$ cat config.mk
export PLATFORM = sky130hd
export DESIGN_NAME = decode_scoreboard_flat
export DESIGN_NICKNAME = d
export VERILOG_FILES = /design/src/rtl/decode_scoreboard_if.sv /design/src/rtl/decode_scoreboard.sv /design/src/flat_wrapper.sv
export SDC_FILE = /design/constraint.sdc
export NUM_CORES = 1
export LEC_CHECK = 0
export CORE_MARGIN = 5
export CORE_UTILIZATION = 27
export DETAILED_ROUTE_END_ITERATION = 16
export SLEW_MARGIN = 20
export SYNTH_ARGS = -nofsm -noshare
export SYNTH_HDL_FRONTEND = slang
export SYNTH_SLANG_ARGS = --single-unit
$ cat constraint.sdc
create_clock -name iClk -period 4.4 [get_ports iClk]
set_clock_uncertainty 0.05 [all_clocks]
set_input_delay 0.88 -clock iClk [delete_from_list [all_inputs] [get_ports iClk]]
set_output_delay 0.88 -clock iClk [all_outputs]
set_load 0.02 [all_outputs]
$ cat src/rtl/decode_scoreboard_if.sv
// Decode-stage handshake between the decode stage and the issue scoreboard.
// The decode stage (master) drives the instruction fields. The scoreboard
// (slave) returns stall/issue and its tracking state.
interface decode_scoreboard_if;
  logic        iIssueValid;
  logic [4:0]  iSrc0Addr;
  logic        iSrc0En;
  logic [4:0]  iSrc1Addr;
  logic        iSrc1En;
  logic [4:0]  iDstAddr;
  logic        iDstEn;
  logic [1:0]  iClass;
  logic        iLoadDone;
  logic        oStall;
  logic        oIssue;
  logic [31:0] oPending;
  logic        oMduBusy;
  logic        oFpuBusy;
  logic        oLoadBusy;

  modport master (
    output iIssueValid, iSrc0Addr, iSrc0En, iSrc1Addr, iSrc1En,
           iDstAddr, iDstEn, iClass, iLoadDone,
    input  oStall, oIssue, oPending, oMduBusy, oFpuBusy, oLoadBusy
  );

  modport slave (
    input  iIssueValid, iSrc0Addr, iSrc0En, iSrc1Addr, iSrc1En,
           iDstAddr, iDstEn, iClass, iLoadDone,
    output oStall, oIssue, oPending, oMduBusy, oFpuBusy, oLoadBusy
  );
endinterface

$ cat src/rtl/decode_scoreboard.sv
// Issue scoreboard beside decode. It tracks in-flight destinations of the
// MDU, FPU and load unit, and stalls decode on RAW, WAW or busy-unit hazards.
// MDU/FPU results retire by per-register countdown. A load retires on
// iLoadDone. Register 0 is never tracked.
module decode_scoreboard #(
  parameter int MDU_LAT = 4,
  parameter int FPU_LAT = 6
) (
  input logic                iClk,
  input logic                iRst,
  decode_scoreboard_if.slave bus
);

  localparam logic [1:0] CLS_LOAD = 2'd1;
  localparam logic [1:0] CLS_MDU  = 2'd2;
  localparam logic [1:0] CLS_FPU  = 2'd3;
  localparam logic [2:0] MDU_LAT_C = 3'(MDU_LAT);
  localparam logic [2:0] FPU_LAT_C = 3'(FPU_LAT);

  logic [31:0] pending_q, pending_d;
  logic [2:0]  cnt_q [32];
  logic [2:0]  cnt_d [32];
  logic [2:0]  mdu_cnt_q, mdu_cnt_d;
  logic [2:0]  fpu_cnt_q, fpu_cnt_d;
  logic        load_busy_q, load_busy_d;
  logic [4:0]  load_dst_q, load_dst_d;

  logic        stall;
  logic        issue;
  logic        mdu_busy;
  logic        fpu_busy;
  logic        issue_load;
  logic [2:0]  issue_lat;

  assign mdu_busy   = (mdu_cnt_q != 3'd0);
  assign fpu_busy   = (fpu_cnt_q != 3'd0);
  assign issue      = bus.iIssueValid && !stall;
  assign issue_load = issue && (bus.iClass == CLS_LOAD);
  assign issue_lat  = (bus.iClass == CLS_FPU) ? FPU_LAT_C : MDU_LAT_C;

  // Hazard detection. pending_q[0] is held at 0, so address 0 never matches.
  always_comb begin
    stall = 1'b0;
    if (bus.iIssueValid) begin
      stall = (bus.iSrc0En && pending_q[bus.iSrc0Addr])
            | (bus.iSrc1En && pending_q[bus.iSrc1Addr])
            | (bus.iDstEn  && pending_q[bus.iDstAddr])
            | ((bus.iClass == CLS_MDU)  && mdu_busy)
            | ((bus.iClass == CLS_FPU)  && fpu_busy)
            | ((bus.iClass == CLS_LOAD) && load_busy_q);
    end
  end

  // Per-register tracking. A set on issue has priority over clears. A
  // same-register clear on the same edge cannot happen, because the pending
  // bit stalls that issue.
  generate
    for (genvar gi = 0; gi < 32; gi++) begin : g_reg
      if (gi == 0) begin : g_zero
        assign pending_d[gi] = 1'b0;
        assign cnt_d[gi]     = 3'd0;
      end else begin : g_track
        logic hit;
        logic timed_set;
        logic load_set;
        logic load_clr;
        assign hit       = issue && bus.iDstEn && (bus.iDstAddr == 5'(gi));
        assign timed_set = hit && bus.iClass[1];
        assign load_set  = hit && (bus.iClass == CLS_LOAD);
        assign load_clr  = bus.iLoadDone && load_busy_q && (load_dst_q == 5'(gi));
        assign cnt_d[gi] = timed_set ? issue_lat :
                           (cnt_q[gi] != 3'd0) ? cnt_q[gi] - 3'd1 : 3'd0;
        assign pending_d[gi] = (timed_set || load_set) ? 1'b1 :
                               ((cnt_q[gi] == 3'd1) || load_clr) ? 1'b0 :
                               pending_q[gi];
      end
    end
  endgenerate

  // Unit occupancy. A load issued with no destination records r0, so its
  // completion clears nothing.
  always_comb begin
    mdu_cnt_d = (mdu_cnt_q != 3'd0) ? mdu_cnt_q - 3'd1 : 3'd0;
    fpu_cnt_d = (fpu_cnt_q != 3'd0) ? fpu_cnt_q - 3'd1 : 3'd0;
    if (issue && (bus.iClass == CLS_MDU)) mdu_cnt_d = MDU_LAT_C;
    if (issue && (bus.iClass == CLS_FPU)) fpu_cnt_d = FPU_LAT_C;
    load_busy_d = load_busy_q;
    load_dst_d  = load_dst_q;
    if (issue_load) begin
      load_busy_d = 1'b1;
      load_dst_d  = bus.iDstEn ? bus.iDstAddr : 5'd0;
    end else if (bus.iLoadDone) begin
      load_busy_d = 1'b0;
    end
  end

  // State registers. Reset discards everything in flight.
  always_ff @(posedge iClk) begin
    if (iRst) begin
      pending_q   <= '0;
      mdu_cnt_q   <= '0;
      fpu_cnt_q   <= '0;
      load_busy_q <= 1'b0;
      load_dst_q  <= '0;
      for (int r = 0; r < 32; r++) cnt_q[r] <= '0;
    end else begin
      pending_q   <= pending_d;
      mdu_cnt_q   <= mdu_cnt_d;
      fpu_cnt_q   <= fpu_cnt_d;
      load_busy_q <= load_busy_d;
      load_dst_q  <= load_dst_d;
      for (int r = 0; r < 32; r++) cnt_q[r] <= cnt_d[r];
    end
  end

  assign bus.oStall    = stall;
  assign bus.oIssue    = issue;
  assign bus.oPending  = pending_q;
  assign bus.oMduBusy  = mdu_busy;
  assign bus.oFpuBusy  = fpu_busy;
  assign bus.oLoadBusy = load_busy_q;

endmodule

$ cat src/flat_wrapper.sv
// flat-port wrapper written by rule: the top's interface ports become plain ports
module decode_scoreboard_flat 
#(
  parameter int MDU_LAT = 4,
  parameter int FPU_LAT = 6
)
  (iClk, iRst, bus_iIssueValid, bus_iSrc0Addr, bus_iSrc0En, bus_iSrc1Addr, bus_iSrc1En, bus_iDstAddr, bus_iDstEn, bus_iClass, bus_iLoadDone, bus_oStall, bus_oIssue, bus_oPending, bus_oMduBusy, bus_oFpuBusy, bus_oLoadBusy);
  decode_scoreboard_if bus_i ();
  input logic iClk;
  input logic iRst;
  input wire logic [$bits(bus_i.iIssueValid)-1:0] bus_iIssueValid;
  input wire logic [$bits(bus_i.iSrc0Addr)-1:0] bus_iSrc0Addr;
  input wire logic [$bits(bus_i.iSrc0En)-1:0] bus_iSrc0En;
  input wire logic [$bits(bus_i.iSrc1Addr)-1:0] bus_iSrc1Addr;
  input wire logic [$bits(bus_i.iSrc1En)-1:0] bus_iSrc1En;
  input wire logic [$bits(bus_i.iDstAddr)-1:0] bus_iDstAddr;
  input wire logic [$bits(bus_i.iDstEn)-1:0] bus_iDstEn;
  input wire logic [$bits(bus_i.iClass)-1:0] bus_iClass;
  input wire logic [$bits(bus_i.iLoadDone)-1:0] bus_iLoadDone;
  output wire logic [$bits(bus_i.oStall)-1:0] bus_oStall;
  output wire logic [$bits(bus_i.oIssue)-1:0] bus_oIssue;
  output wire logic [$bits(bus_i.oPending)-1:0] bus_oPending;
  output wire logic [$bits(bus_i.oMduBusy)-1:0] bus_oMduBusy;
  output wire logic [$bits(bus_i.oFpuBusy)-1:0] bus_oFpuBusy;
  output wire logic [$bits(bus_i.oLoadBusy)-1:0] bus_oLoadBusy;
  assign bus_i.iIssueValid = bus_iIssueValid;
  assign bus_i.iSrc0Addr = bus_iSrc0Addr;
  assign bus_i.iSrc0En = bus_iSrc0En;
  assign bus_i.iSrc1Addr = bus_iSrc1Addr;
  assign bus_i.iSrc1En = bus_iSrc1En;
  assign bus_i.iDstAddr = bus_iDstAddr;
  assign bus_i.iDstEn = bus_iDstEn;
  assign bus_i.iClass = bus_iClass;
  assign bus_i.iLoadDone = bus_iLoadDone;
  assign bus_oStall = bus_i.oStall;
  assign bus_oIssue = bus_i.oIssue;
  assign bus_oPending = bus_i.oPending;
  assign bus_oMduBusy = bus_i.oMduBusy;
  assign bus_oFpuBusy = bus_i.oFpuBusy;
  assign bus_oLoadBusy = bus_i.oLoadBusy;
  decode_scoreboard #(.MDU_LAT(MDU_LAT), .FPU_LAT(FPU_LAT)) u_core (.iClk(iClk), .iRst(iRst), .bus(bus_i));
endmodule
# Yosys cells after proc, flatten, opt, wreduce, memory -nomap -nowiden
# Memories as Yosys holds them, arrays and structs flattened.
# Index checks and enable logic that the tools add are counted.
[totals] reg_bits=44 mem_bits_rw=96 elab_cells=650 memories=1
[mem_list] memory="u_core.cnt_q" words=32 word_bits=3 rd=31 rd_ports_with_merged_regs=0 write_ports=32 line="decode_scoreboard.sv:21" rtl="logic [2:0] cnt_q [32];"
[op_classes] add_sub_neg=33 n_eq_ne=96 order_cmp=3 bitwise=39 muxes=174 reduce_logical=266
[ops] op="$mux W3" count=98
[ops] op="$eq A5 B5 Y1 const B" count=32
[ops] op="$logic_and A1 B1 Y1" count=136
[ops] op="$reduce_bool A3 Y1" count=33
[ops] op="$sub A3 B1 Y3 const B" count=33
[ops] op="$eq A3 B1 Y1 const B" count=31
[ops] op="$eq A5 B4 Y1 const B" count=16
[ops] op="$mux W1" count=71
[ops] op="$reduce_bool A2 Y1" count=32
[ops] op="$logic_or A1 B1 Y1" count=62
[ops] op="$eq A5 B3 Y1 const B" count=8
[ops] op="$or A1 B1 Y1" count=37
[ops] op="$eq A5 B2 Y1 const B" count=4
[ops] op="$lt A5 B6 Y1 const B" count=3
[ops] op="$bmux W1 S5" count=3
[ops] op="$eq A5 B1 Y1 const B" count=2
[ops] op="$reduce_or A3 Y1" count=2
[ops] op="$mux W5" count=1
[ops] op="$eq A2 B2 Y1 const B" count=2
[ops] op="$eq A2 B1 Y1 const B" count=1
[ops] op="$mux W2" count=1
[ops] op="$not A1 Y1" count=2
[ops] op="$logic_not A1 Y1" count=1

# Longest topological paths before layout
# Gate-level depths: netlist of run 1.
[depth] word_depth=16 mapped_depth=11 depth_no_buf=8

# Worst setup path before layout of run 1
# No wires, ideal clock.
[synth_timing] path_type="input -> output" startpoint="input bus_iSrc0Addr[1]" endpoint="output bus_oStall" t_arrival_ps=3064 cell_stages=9 t_required_ps=3470 setup_slack_ps=406 path_cell_list="buf_1 -> mux4_2 -> mux2_2 -> a221o_1 -> a2111oi_2 -> buf_4 -> buf_6 -> buf_6 -> a21oi_1"
[synth_via] elab_chain_len=9
[synth_rtl] item="start, declared" line="flat_wrapper.sv:12" rtl="input wire logic [$bits(bus_i.iSrc0Addr)-1:0] bus_iSrc0Addr;"
[synth_rtl] item="$bmux W1 S5" line="decode_scoreboard.sv:45" rtl="stall = (bus.iSrc0En && pending_q[bus.iSrc0Addr])"
[synth_rtl] item="$mux W1 (not written as such)" line="decode_scoreboard.sv:45"
[synth_rtl] item="$logic_and A1 B1 Y1" line="decode_scoreboard.sv:45"
[synth_rtl] item="$or A1 B1 Y1" line="decode_scoreboard.sv:46" rtl="| (bus.iSrc1En && pending_q[bus.iSrc1Addr])"
[synth_rtl] item="$or A1 B1 Y1" line="decode_scoreboard.sv:47" rtl="| (bus.iDstEn && pending_q[bus.iDstAddr])"
[synth_rtl] item="$or A1 B1 Y1" line="decode_scoreboard.sv:48" rtl="| ((bus.iClass == CLS_MDU) && mdu_busy)"
[synth_rtl] item="$or A1 B1 Y1" line="decode_scoreboard.sv:49" rtl="| ((bus.iClass == CLS_FPU) && fpu_busy)"
[synth_rtl] item="$or A1 B1 Y1" line="decode_scoreboard.sv:50" rtl="| ((bus.iClass == CLS_LOAD) && load_busy_q);"
[synth_rtl] item="$mux W1" line="decode_scoreboard.sv:44" rtl="if (bus.iIssueValid) begin"
[synth_rtl] item="end, declared" line="flat_wrapper.sv:20" rtl="output wire logic [$bits(bus_i.oStall)-1:0] bus_oStall;"
# Every way passes these cells. The select of a mux whose other input is x is not followed.

# Worst setup path in the final report of run 1
[layout_timing] startpoint="input bus_iDstAddr[0]" endpoint="output bus_oIssue"
[layout_via] elab_chain_len=10
[layout_rtl] item="start, declared" line="flat_wrapper.sv:16" rtl="input wire logic [$bits(bus_i.iDstAddr)-1:0] bus_iDstAddr;"
[layout_rtl] item="$bmux W1 S5" line="decode_scoreboard.sv:47"
[layout_rtl] item="$mux W1 (not written as such)" line="decode_scoreboard.sv:47"
[layout_rtl] item="$logic_and A1 B1 Y1" line="decode_scoreboard.sv:47"
[layout_rtl] item="$or A1 B1 Y1" line="decode_scoreboard.sv:47"
[layout_rtl] item="$or A1 B1 Y1" line="decode_scoreboard.sv:48"
[layout_rtl] item="$or A1 B1 Y1" line="decode_scoreboard.sv:49"
[layout_rtl] item="$or A1 B1 Y1" line="decode_scoreboard.sv:50"
[layout_rtl] item="$mux W1" line="decode_scoreboard.sv:44"
[layout_rtl] item="$logic_not A1 Y1" line="decode_scoreboard.sv:37" rtl="assign issue = bus.iIssueValid && !stall;"
[layout_rtl] item="$logic_and A1 B1 Y1" line="decode_scoreboard.sv:37"
[layout_rtl] item="end, declared" line="flat_wrapper.sv:21" rtl="output wire logic [$bits(bus_i.oIssue)-1:0] bus_oIssue;"
# Every way passes these cells. The select of a mux whose other input is x is not followed.

==> metrics.yaml, run 1 <==
route:
  drc_errors: 0
  vias: 7048
  wire_per_inst_um: 16.9
  ant_nets: 0
  drt_iter0_drc: 591
  drtPass1Iterations: 5
  wl_mm: 24.3
  vias_per_cell: 4.91
timing:
  max_freq_mhz: 234
  fin_crit_sh_pct: 97.1
  min_period_ns: 4.27
  rsz0062_at_grt: "false"
  whs_ns: 0.371
  setup_viol_count_final: 0
  slew-limit-headroom_pct: 53.5
  tightest_slew_ns: 0.698
  hold_viol_final: 0
  fin_tns_setup_ns: 0
  maxSlewViolCount: 0
global_routing:
  gr-total-overflow: 0
  grt_usage_pct: 14.4
  antenna_found_initial: 0
  grt_pass1_vias: 6826
  grt_max_degree: 65
  grt_pass1_wl_mm: 37.8
critical_path:
  critical_path_class: "primary input to output port"
  critPathMaxStageDelay_ns: 0.50
  crit_slowest_cell: "clkdlybuf4s50_1"
  cp.arrival_ns: 3.34
  start_kind: "primary input"
  cp_cell_sequence: "clkdlybuf4s50_1 > buf_12 > mux4_2 > a22oi_1 > a31oi_1 > a2111oi_4 > nand2_2 > inv_1 > clkdlybuf4s15_2"
  cp_max_fo: 12
  critPathRequiredTime_ns: 3.47
  end_kind: "output port"
cts:
  cts_tree: "built"
  path_clk_slew_ns: 0.06
  clock_sinks: 136
  clk_path_buf_depth: 2
  cts_root_buf: "clkbuf_16"
  cts-hold-fix-buffers: 0
  insertion_delay_ns: 0.43
  cts_setup_buffers: 0
  numCtsBuffers: 17
  h-tree-depth: 4
pwr:
  sw_frac_of_total_pct: 25.1
  combinationalPowerShare_pct: 11.7
  power_frac_seq_pct: 39.6
  ir_worst_vdd_mv: 0.193
  power_density_nw_per_um2: 321
  pwr-share-clk_pct: 48.7
  switchingPower_mw: 0.801
  internal-power_mw: 2.38
  leakagePower_nw: 3.84
yosys:
  syn_nets: 1049
  synth_edf_count: 0
  avgSynthCellArea_um2: 8.43
  ys_ff_latch: 136
  synthCells: 959
  synth_area_um2: 8080
  async_flop_share_pct: 0
  yosys_warnings: 0
  synth-seq-area-share_pct: 33.7
  synth-main-ff-cell: "dfxtp_1"
  synth.distinct_cells: 50
job:
  drv_cap: 0
place:
  place.gp.congestion: 0.914
  portBuffers: 59
  hpwl_mm: 18.2
layout:
  fillers: 3101
  num_antenna_cells: 0
  multiInputGateArea_um2: 4750
  regArea_um2: 2720
  nets: 1122
  syn_to_final_growth_pct: 22.9
  drive_gt1_share_pct: 12.5
  layout_commonest_cell: "dfxtp_1"
  layout_common_cells: "136 x dfxtp_1, 104 x inv_1, 91 x nand2_1"
floorplanning:
  core_area_um2: 29600
  die_h_um: 183
  die-area_um2: 33500
  rows: 63
  num_io_pins: 61
  start_util_pct: 27.3
  die_w_um: 183
status:
  status: "completed"
worst_hold_path:
  hold_path.class: "register to register"
## final cells by class
| class | count | share of cell area, % |
|---|---|---|
| flip-flops and latches | 136 | 27.4 |
| well taps | 390 | 4.91 |
| clock inverters | 11 | 1.71 |
| inverters | 104 | 3.93 |
| clock buffers | 21 | 4.74 |
| multi-input cells | 672 | 47.9 |
| repair buffers | 101 | 9.41 |
## worst max-delay path: cells and delay by family
| kind | cells | cell delay (ns) |
|---|---|---|
| AOI/OAI and AO/OA | 3 | 0.77 |
| buffers and inverters | 4 | 0.99 |
| muxes | 1 | 0.50 |
| and+or+nand+nor | 1 | 0.18 |
## timing repair
item	in CTS	in global routing
setup endpoints to repair	2	2
resized for setup	5	5
pin swaps	0	2
## logic make-up after synthesis
| kind of cell | share of synthesized area [%] |
|---|---|
| AOI/OAI and AO/OA | 12.8 |
| buffers and inverters | 7.65 |
| adders and majority gates | 10.2 |
| and+or+nand+nor | 24.9 |
| other | 0.0464 |
| DFF | 33.7 |
| muxes | 10.8 |
## cell usage after synthesis, types with 19 or more instances
master,count,area [um2]
o21ai_0,45,225
mux2i_1,37,370
nor3_1,19,95.1
clkbuf_1,30,113
dfxtp_1,136,2720
nand2b_1,28,175
nor4b_1,24,210
nand3_1,23,115
nor2_1,61,229
a21oi_1,65,325
ha_1,66,826
nand2_1,91,342
nor3b_1,34,255
nand4_1,26,163
inv_1,104,390
## sequential cells by signal, indices dropped and copies added, names as in the netlist
| signal | cells |
|---|---|
| u_core.mdu_cnt_q | 3 |
| u_core.load_dst_q | 5 |
| u_core.cnt_q | 93 |
| u_core.bus.oPending | 31 |
| u_core.bus.oLoadBusy | 1 |
| u_core.fpu_cnt_q | 3 |
## final timing paths
kind / start / endpoint / slack [ns] / depth (start not counted)
min: u_core.mdu_cnt_q[0] / u_core.mdu_cnt_q[0] / 0.37 / 1
max: bus_iDstAddr[0] / bus_oIssue / 0.13 / 9
max reg2reg: u_core.bus.oPending[14] / u_core.cnt_q[0][27] / 0.97 / 9
min reg2reg: u_core.mdu_cnt_q[0] / u_core.mdu_cnt_q[0] / 0.37 / 1
## through the flow
stage | util (%) | total power [mW] | area, um2 | worst slack, ns | instances
after floorplan | - | 1.52 | 8080 | 0.406 | 959
final | 33.5 | 3.19 | 9930 | 0.129 | 1435
after global placement | 31.4 | 1.66 | 9300 | -0.500 | 1403
after global routing | 33.5 | 3.30 | 9930 | 0.00648 | 1435
after detailed placement | 31.4 | 1.66 | 9300 | -0.485 | 1403
after CTS | 33.5 | 3.22 | 9940 | 0.0565 | 1435
## power by group through the flow
stage               registers, mW  logic (mW)  clock network, mW
floorplan                    1.29       0.231                  0
global placement             1.29       0.372                  0
detailed placement           1.29       0.373                  0
CTS                          1.26       0.374               1.59
global route                 1.26       0.402               1.64
finish                       1.26       0.372               1.55
## metal layers
metal / up-vias / global-route usage [%] / wire length [um]
met2: 229 / 23.7 / 11600
li1: 3434 / - / -
met3: 47 / 3.55 / 1530
met4: 0 / 6.56 / 842
met1: 3338 / 17.8 / 10300
met5: - / 0 / 0
Power figures use the tool's default switching activity.
==> run 2: changes to the inputs <==
==> constraint.sdc (replaced) <==
create_clock -name iClk -period 4.4 [get_ports iClk]
set_clock_uncertainty 0.05 [all_clocks]
set_input_delay 0.66 -clock iClk [delete_from_list [all_inputs] [get_ports iClk]]
set_output_delay 0.66 -clock iClk [all_outputs]
set_load 0.02 [all_outputs]
==> metrics.yaml, run 2 (same netlist as run 1, synthesis figures left out) <==
layout:
  nets: 1110  # -1.1%
  layout_commonest_cell: "dfxtp_1"
  syn_to_final_growth_pct: 20.4
  final_util_pct: 32.8  # -0.68 points
  layout_common_cells: "136 x dfxtp_1, 104 x inv_1, 91 x nand2_1"
  regMostFlops: "u_core.cnt_q"
  drive_gt1_share_pct: 11.0  # -1.5 points
  largest_reg_flops: 93  # unchanged
  num_antenna_cells: 0  # unchanged
critical_path:
  critical_path_class: "primary input to output port"
  cp_cell_sequence: "clkdlybuf4s50_1 > buf_4 > mux2_1 > a221o_1 > a221o_1 > a2111oi_4 > nand2_2 > inv_1 > dlygate4sd2_1"
  critPathBufInv: 4  # unchanged
  r2r_cells: 8  # -1
  rrSetupSlack_ns: 0.97  # about the same
  cp.arrival_ns: 3.45  # +0.11 ns
  start_kind: "primary input"
  r2r-start: "u_core.bus.oPending[14]"
  crit_slowest_cell: "clkdlybuf4s50_1"
  critPathRequiredTime_ns: 3.69  # +0.22 ns
  crit_path_frequent_cell: "a221o_1"
  startpoint: "bus_iSrc0Addr[0]"
  critPathMaxStageDelay_ns: 0.56  # +0.06 ns
  cpLargestDelayFamily: "buffers and inverters"
  end_kind: "output port"
  worstReg2RegEnd: "u_core.cnt_q[0][37]"
  cp_max_fo: 5  # -7
worst_hold_path:
  min-delay-start: "u_core.mdu_cnt_q[0]"
  whs_path_depth: 1  # unchanged
  min_to: "u_core.mdu_cnt_q[0]"
  hold_path.class: "register to register"
route:
  drt_iter0_drc: 638  # +8.0%
  wire_per_inst_um: 17.1  # +0.98%
  ant_nets: 0  # unchanged
  vias: 7070  # +0.31%
  vias_per_cell: 4.97  # +1.2%
  drc_errors: 0  # unchanged
  wl_mm: 24.3  # about the same
  drtPass1Iterations: 5  # unchanged
place:
  place.gp.congestion: 0.903  # -1.2%
  pre_cts_ws_ns: -0.0244  # +0.460 ns
  portBuffers: 59  # unchanged
  hpwl_mm: 18.0  # -1.0%
cts:
  numCtsBuffers: 17  # unchanged
  h-tree-depth: 4  # unchanged
  clk_path_buf_depth: 2  # unchanged
  insertion_delay_ns: 0.43  # about the same
  cts_tree: "built"
  path_clk_slew_ns: 0.06  # about the same
  cts_root_buf: "clkbuf_16"
  cts-hold-fix-buffers: 0  # unchanged
  clock_sinks: 136  # unchanged
floorplanning:
  core_area_um2: 29600  # unchanged
  num_io_pins: 61  # unchanged
  start_util_pct: 27.3  # unchanged
  rows: 63  # unchanged
  die_w_um: 183  # unchanged
  die-area_um2: 33500  # unchanged
  die_h_um: 183  # unchanged
status:
  status: "completed"
job:
  drv_cap: 0  # unchanged
timing:
  max_freq_mhz: 241  # +2.8%
  rsz0062_at_grt: "false"
  fin_crit_sh_pct: 94.5  # -2.6 points
  min_period_ns: 4.16  # -0.115 ns
  whs_ns: 0.373  # +0.00211 ns
  hold_viol_final: 0  # unchanged
  fin_tns_setup_ns: 0  # unchanged
  tightest_slew_ns: 0.933  # +0.235 ns
  slew-limit-headroom_pct: 37.8  # -16 points
  maxSlewViolCount: 0  # unchanged
  final.setup.worst_slack_ns: 0.243  # +0.115 ns
  setup_viol_count_final: 0  # unchanged
pwr:
  totalPowerFinal_mw: 2.94  # -7.7%
  power_density_nw_per_um2: 302  # -5.8%
  ir_worst_vdd_mv: 0.200  # +3.5%
  leakagePower_nw: 3.74  # -2.6%
global_routing:
  grt_usage_pct: 14.4  # about the same
  grt_pass1_vias: 6681  # -2.1%
  antenna_found_initial: 0  # unchanged
  gr-total-overflow: 0  # unchanged
  grt_max_degree: 92  # +42%
  grt_pass1_wl_mm: 37.9  # +0.25%
==> run 2: cell count changes in the layout (fill, tap and decap cells not counted) <==
cell / change
bufinv_16: -4
dlygate4sd2_1: +1
clkdlybuf4s50_1: +2
buf_12: -1
buf_4: -11
clkinv_4: -2
clkbuf_8: +1
clkbuf_1: +1
clkinv_2: +3
clkdlybuf4s15_2: -1
clkbuf_2: -2
==> run 2: layer usage <==
metal	GRT usage, %	wire, um	vias to the layer above
met3	3.41	1560	39
met2	24.5	11700	250
met5	0	0	-
li1	-	-	3404
met1	18.2	10500	3377
met4	4.20	485	0
==> run 2: layout make-up <==
cell class | instances | area (um2)
fillers | 3144 | 19900
multi-input cells | 672 | 4750
flip-flops and latches | 136 | 2720
repair buffers | 89 | 840
clock buffers | 23 | 488
well taps | 390 | 488
inverters | 104 | 390
clock inverters | 8 | 47.5
==> run 2: report_power, final <==
part | switching (mW) | total (mW) | internal, mW
Clock | 0.537 | 1.31 | 0.770
Combinational | 0.236 | 0.372 | 0.136
Sequential | 0.0119 | 1.26 | 1.25
==> run 2: worst max path at each step <==
| stage | endpoint | slack, ns | cells past startpoint |
|---|---|---|---|
| 2_1_floorplan | bus_oStall | 0.85 | 9 |
| 3_3_place_gp | bus_oIssue | -0.04 | 9 |
| 3_5_place_dp | bus_oIssue | -0.02 | 9 |
| 4_1_cts | bus_oStall | 0.05 | 9 |
| 5_1_grt | bus_oIssue | 0.1 | 9 |
| 6_report | bus_oIssue | 0.24 | 9 |
==> run 2: what timing repair did <==
action / in CTS / in global routing
cloned: 0 / 0
endpoints found under the setup margin: 1 / 1
buffers inserted: 0 / 0
gates resized for setup: 1 / 1
==> run 2: per-stage QoR <==
| stage | instances | area [um2] |
|---|---|---|
| after floorplan | 959 | 8080 |
| after global placement | 1391 | 9190 |
| after detailed placement | 1391 | 9190 |
| after CTS | 1422 | 9730 |
| after global routing | 1422 | 9730 |
| final | 1422 | 9730 |
